**src/rtl/meter_controller.sv**
```systemverilog
// Parking meter sequencing controller: coin/start synchronization, saturating
// credit in seconds, 1 Hz countdown gating and registered BCD display outputs.
//
// state     | meaning
// ----------+--------------------------------------------------------------
// S_IDLE    | no credit, waiting for the first coin
// S_LOADED  | credit > 0, countdown paused until start is high
// S_RUN     | counting down one second per prescaler wrap
// S_EXPIRED | credit used up, blink strobe toggles each second
module meter_controller #(
   parameter int TICK_DIV = 50_000_000,
   parameter int COIN0_S  = 5,
   parameter int COIN1_S  = 10,
   parameter int COIN2_S  = 20,
   parameter int MAX_S    = 99
) (
   input  logic       clk,
   input  logic       reset,
   input  logic [2:0] sw_coin,
   input  logic       sw_start,
   output logic [3:0] tens,
   output logic [3:0] ones,
   output logic       running,
   output logic       expired,
   output logic       blink
);

   typedef enum logic [1:0] {S_IDLE, S_LOADED, S_RUN, S_EXPIRED} state_t;

   localparam int PW = (TICK_DIV > 1) ? $clog2(TICK_DIV) : 1;
   localparam logic [PW-1:0] PRESC_LAST = PW'(TICK_DIV - 1);
   localparam logic [7:0] C0   = 8'(COIN0_S);
   localparam logic [7:0] C1   = 8'(COIN1_S);
   localparam logic [7:0] C2   = 8'(COIN2_S);
   localparam logic [7:0] MAX8 = 8'(MAX_S);

   logic [2:0]    coin_s1_q, coin_s1_d, coin_s2_q, coin_s2_d, coin_prev_q, coin_prev_d;
   logic          start_s1_q, start_s1_d, start_s2_q, start_s2_d;
   state_t        state_q, state_d;
   logic [6:0]    credit_q, credit_d;
   logic [PW-1:0] presc_q, presc_d;
   logic          blink_q, blink_d;
   logic          running_q, running_d, expired_q, expired_d;
   logic [3:0]    tens_q, tens_d, ones_q, ones_d;

   logic [2:0] coin_edge;
   logic [7:0] add, sum, sat, sat_m1;
   logic       tick;

   // Next-state logic: synchronizers, saturating credit, FSM, prescaler, outputs.
   always_comb begin
      coin_s1_d   = sw_coin;
      coin_s2_d   = coin_s1_q;
      coin_prev_d = coin_s2_q;
      start_s1_d  = sw_start;
      start_s2_d  = start_s1_q;

      coin_edge = coin_s2_q & ~coin_prev_q;
      add    = (coin_edge[0] ? C0 : 8'd0) + (coin_edge[1] ? C1 : 8'd0)
             + (coin_edge[2] ? C2 : 8'd0);
      sum    = {1'b0, credit_q} + add;
      sat    = (sum > MAX8) ? MAX8 : sum;
      sat_m1 = sat - 8'd1;
      tick   = ((state_q == S_RUN) || (state_q == S_EXPIRED)) && (presc_q == PRESC_LAST);

      state_d  = state_q;
      credit_d = sat[6:0];
      blink_d  = 1'b0;

      case (state_q)
         S_IDLE: begin
            if (|coin_edge) state_d = S_LOADED;
         end
         S_LOADED: begin
            if (start_s2_q) state_d = S_RUN;
         end
         S_RUN: begin
            if (!start_s2_q) begin
               // Pause: tick on this cycle is dropped, credit holds.
               state_d = S_LOADED;
            end else begin
               if (tick && (sat != 8'd0)) credit_d = sat_m1[6:0];
               if (tick && (credit_d == 7'd0)) state_d = S_EXPIRED;
            end
         end
         S_EXPIRED: begin
            blink_d = tick ? ~blink_q : blink_q;
            if (|coin_edge) begin
               state_d = start_s2_q ? S_RUN : S_LOADED;
               blink_d = 1'b0;
            end
         end
         default: state_d = S_IDLE;
      endcase

      if ((state_d != state_q) || (state_q == S_IDLE) || (state_q == S_LOADED)) begin
         presc_d = '0;
      end else begin
         presc_d = tick ? '0 : presc_q + 1'b1;
      end

      running_d = (state_d == S_RUN);
      expired_d = (state_d == S_EXPIRED);
      tens_d    = 4'(credit_d / 7'd10);
      ones_d    = 4'(credit_d % 7'd10);
   end

   // State and output registers with asynchronous reset.
   always_ff @(posedge clk or posedge reset) begin
      if (reset) begin
         coin_s1_q   <= '0;
         coin_s2_q   <= '0;
         coin_prev_q <= '0;
         start_s1_q  <= 1'b0;
         start_s2_q  <= 1'b0;
         state_q     <= S_IDLE;
         credit_q    <= '0;
         presc_q     <= '0;
         blink_q     <= 1'b0;
         running_q   <= 1'b0;
         expired_q   <= 1'b0;
         tens_q      <= '0;
         ones_q      <= '0;
      end else begin
         coin_s1_q   <= coin_s1_d;
         coin_s2_q   <= coin_s2_d;
         coin_prev_q <= coin_prev_d;
         start_s1_q  <= start_s1_d;
         start_s2_q  <= start_s2_d;
         state_q     <= state_d;
         credit_q    <= credit_d;
         presc_q     <= presc_d;
         blink_q     <= blink_d;
         running_q   <= running_d;
         expired_q   <= expired_d;
         tens_q      <= tens_d;
         ones_q      <= ones_d;
      end
   end

   assign tens    = tens_q;
   assign ones    = ones_q;
   assign running = running_q;
   assign expired = expired_q;
   assign blink   = blink_q;

endmodule

```
**config.mk**
```make
export PLATFORM = sky130hd
export DESIGN_NAME = meter_controller
export DESIGN_NICKNAME = d
export VERILOG_FILES = /design/src/rtl/meter_controller.sv
export SDC_FILE = /design/constraint.sdc
export NUM_CORES = 1
export LEC_CHECK = 0
export CORE_MARGIN = 2
export CORE_UTILIZATION = 65
export CTS_BUF_LIST = sky130_fd_sc_hd__clkbuf_4 sky130_fd_sc_hd__clkbuf_8
export DETAILED_ROUTE_END_ITERATION = 6
export DONT_BUFFER_PORTS = 1
export GPL_TIMING_DRIVEN = 0
export PLACE_DENSITY = 0.81
export SYNTH_ARGS = -nofsm -noshare
export SYNTH_HDL_FRONTEND = slang
export SYNTH_SLANG_ARGS = --single-unit
```
**constraint.sdc**
```tcl
create_clock -name clk -period 7.69 [get_ports clk]
set_input_delay 1.538 -clock clk [delete_from_list [all_inputs] [get_ports clk]]
set_output_delay 1.538 -clock clk [all_outputs]
set_load 0.005 [all_outputs]
```
==> reports/results.tsv <==
stage	metric	value	unit
timing	RSZ-0062 raised after global routing	false	
cells_and_area	final net count	384	
routing	Final ANT Viol Nets	0	
clock_network	worst skew pair latency	0.33	ns
worst_hold_path	number of cells on the worst hold path	0	
synth	syn avg cell area	9.47	sq um
synth	#FFs+latches synth	56	
routing	DRC	0	
timing	Clock Skew	0.0125	ns
worst_setup_path	Crit Path Max Fanout	10	
routing	Vias	2741	
cells_and_area	Util after Layout	70.8	%
clock_network	CTS Buffer Depth	2	
clock_network	htree depth	2	
power_and_ir_drop	PD cells	300	nW/um^2
worst_hold_path	Hold Crit Class	flop to flop	
clock_network	TritonCTS clock tree	built	
power_and_ir_drop	Design Power	0.00108	W
cells_and_area	layout cells sized above 1	8.74	%
worst_setup_path	critical path endpoint category	flop	
clock_network	CTS buffer count	5	
routing	Via density	6.29	
global_routing	gr usage total	25.8	%
synth	post-synthesis sequential area ratio	41.5	%
timing	pin slew with the least headroom to its limit	0.829	ns
cells_and_area	antenna cells	0	
global_routing	gr ovfl total	0	
routing	drt first-iter violations	136	
floorplanning	Rows	26	
synth	Syn Nets	376	
synth	warning count from the yosys run	0	
worst_setup_path	CP max stage delay	0.61	ns
run	maxcap violations	0	
placement	Placed Instances	428	
clock_network	Post-CTS Hold Buffers	0	
floorplanning	starting density of the core	66.6	%
timing	Setup violations, final	0	
clock_network	Clock transition at path regs	0.11	ns
routing	overall routed net length	6990	um
worst_setup_path	CP max-delay cell	or4b_2	
worst_setup_path	Arr. time, crit path	7.17	ns
worst_setup_path	worst path bufs/invs	3	
timing	relative slew slack	44.0	%
power_and_ir_drop	worst vdd ir	0.234	mV
synth	Post-synth EDFFs	0	
placement	DP Wirelength	5120	um
placement	PortBufs	0	
timing	Final Critical Period	6.96	ns
synth	synthesized cell area	3380	sq um
synth	Post-synth top flop	dfrtp_1	
worst_setup_path	Worst setup SP type	flop	
floorplanning	Chip Height	76.1	um
global_routing	first-pass GRT wire length	12100	um
timing	crit share post-route	90.5	%
synth	Cells after Synth	357	
worst_setup_path	Crit Path Category	flop to flop	
clock_network	post-CTS setup buffer count	0	
floorplanning	Core Region	5070	sq um
timing	setup TNS	0	ns
routing	DR WL/cell	16.0	um
status	outcome	finished, final reports clean	
synth	Synth async-reset ratio	100	%
power_and_ir_drop	leakage	1.55	nW
timing	Final Hold Fails	0	
floorplanning	Ports	17	
cells_and_area	Syn-to-layout area delta	6.22	%
global_routing	initial antenna violation count	0	
cells_and_area	Layout Cells excl Fill	436	
worst_setup_path	CP top delay family	compound AO/OA/AOI/OAI gates	
placement	final RePlAce weighted congestion	0.891	
timing	fin worst setup slack	0.733	ns
clock_network	Gates resized, CTS repair	0	
timing	Pins Over Slew Limit	0	
synth	Unique masters post-synth	74	
routing	drt pass-1 iters	5	
worst_setup_path	Worst Reg-to-Reg Cells	27	
floorplanning	Die Wd	76.1	um
timing	FMAX	0.144	GHz
clock_network	clock sinks	56	
placement	dpl ws	0.846	ns
floorplanning	die area	5790	sq um
worst_setup_path	CP Depth	27	
worst_setup_path	Critical Path RT	7.91	ns
worst_setup_path	crit-path most repeated cell	ha_1	
global_routing	pin count of the biggest net entering global routing	40	
global_routing	vias in the first global route	2598	
clock_network	root buffer cell	clkbuf_8	
-- synthesized netlist by cell type, types with 2 or more instances --
cell	n	area [sq um]
nand4bb_1	2	22.5
o2111ai_1	2	17.5
o311a_1	3	30.0
ha_1	12	150
nor2b_1	5	31.3
a311oi_1	2	17.5
o22ai_1	3	18.8
or2_2	2	12.5
inv_1	9	33.8
nand3_1	25	125
inv_2	2	7.51
a211o_1	3	26.3
mux2i_1	5	50.1
nand2b_1	4	25.0
and2_1	6	37.5
or3_1	2	12.5
nor3_1	5	25.0
o211a_1	2	20.0
nor2_1	51	191
a211oi_1	2	15.0
a21o_1	7	52.6
a2111oi_0	2	17.5
xor2_1	18	158
xnor2_1	14	123
o21a_1	2	15.0
nand4_1	5	31.3
a31oi_2	2	25.0
clkbuf_1	10	37.5
nand2_1	20	75.1
dfrtp_1	56	1400
o21bai_1	3	22.5
a31oi_1	2	12.5
buf_2	3	15.0
a21oi_1	9	45.0
o21ai_0	9	45.0
and3_1	7	43.8
nor4_1	4	25.0
-- per-layer routing --
metal / track usage, % / share of wire, %
met1: 36.4 / 46
met2: 40.8 / 47
met3: 4.50 / 4.7
met4: 8.36 / 1.9
met5: 0 / 0
-- worst paths after layout --
check	startpoint	end	slack [ns]
worst max-delay path	coin_prev_d[0]	ones[1]	0.73
worst min-delay path	coin_s1_q[2]	coin_prev_d[2]	0.36
worst max register to register	coin_prev_d[0]	ones[1]	0.73
worst min register to register	coin_s1_q[2]	coin_prev_d[2]	0.36
max in group asynchronous	reset	state_q[1]	6.09
min in group asynchronous	reset	presc_q[22]	1.06
-- state kept, by name, summed over array words and instances, names as in the netlist --
register / flops
blink: 1
coin_prev_d: 3
coin_prev_q: 3
coin_s1_q: 3
credit_q: 6
expired: 1
ones: 4
presc_q: 26
running: 1
start_s1_q: 1
start_s2_q: 1
state_q: 2
tens: 4
-- cells in the final DEF (no fill, tap or decap), types with 6 or more instances in the layout --
cell type | synthesis | layout
o21ai_0 | 9 | 9
xor2_1 | 18 | 18
a21o_1 | 7 | 7
nand2_1 | 20 | 20
dfrtp_1 | 56 | 56
and2_1 | 6 | 6
a21oi_1 | 9 | 9
inv_1 | 9 | 8
xnor2_1 | 14 | 14
clkbuf_1 | 10 | 10
ha_1 | 12 | 12
nand3_1 | 25 | 25
and3_1 | 7 | 7
nor2_1 | 51 | 51
-- stage by stage --
| step | instance area, sq um | hold slack (ns) |
|---|---|---|
| floorplan | 3380 | 0.331 |
| global placement | 3470 | 0.332 |
| detailed placement | 3490 | 0.335 |
| CTS | 3590 | 0.361 |
| global route | 3590 | 0.371 |
| finish | 3590 | 0.360 |
-- area by class of cell --
type | count | area [sq um]
clock inverter | 3 | 33.8
inverter | 11 | 41.3
clock buffer | 5 | 68.8
multi-input combinational | 276 | 1880
fill | 400 | 1480
buffer | 14 | 60.1
timing repair buffer | 1 | 20.0
sequential | 56 | 1400
tap | 70 | 87.6
-- cell families after synthesis --
| family | Yosys count | share of synthesized area [%] |
|---|---|---|
| AO/OA/AOI/OAI | 71 | 16.2 |
| XOR/XNOR | 32 | 8.29 |
| adder cells (fa/ha/maj) | 13 | 5.03 |
| buffers and inverters | 25 | 3.00 |
| flip-flops | 56 | 41.5 |
| multiplexers | 6 | 1.81 |
| AND/OR/NAND/NOR | 154 | 24.2 |
-- where the power goes --
part,leakage [nW],internal [W],switching [W]
sequential,0.712,0.000334,0.0000232
clock,0.0515,0.0000687,0.000106
combinational,0.782,0.000207,0.000338
total,1.55,0.000609,0.000468
Power figures use the tool's default switching activity.
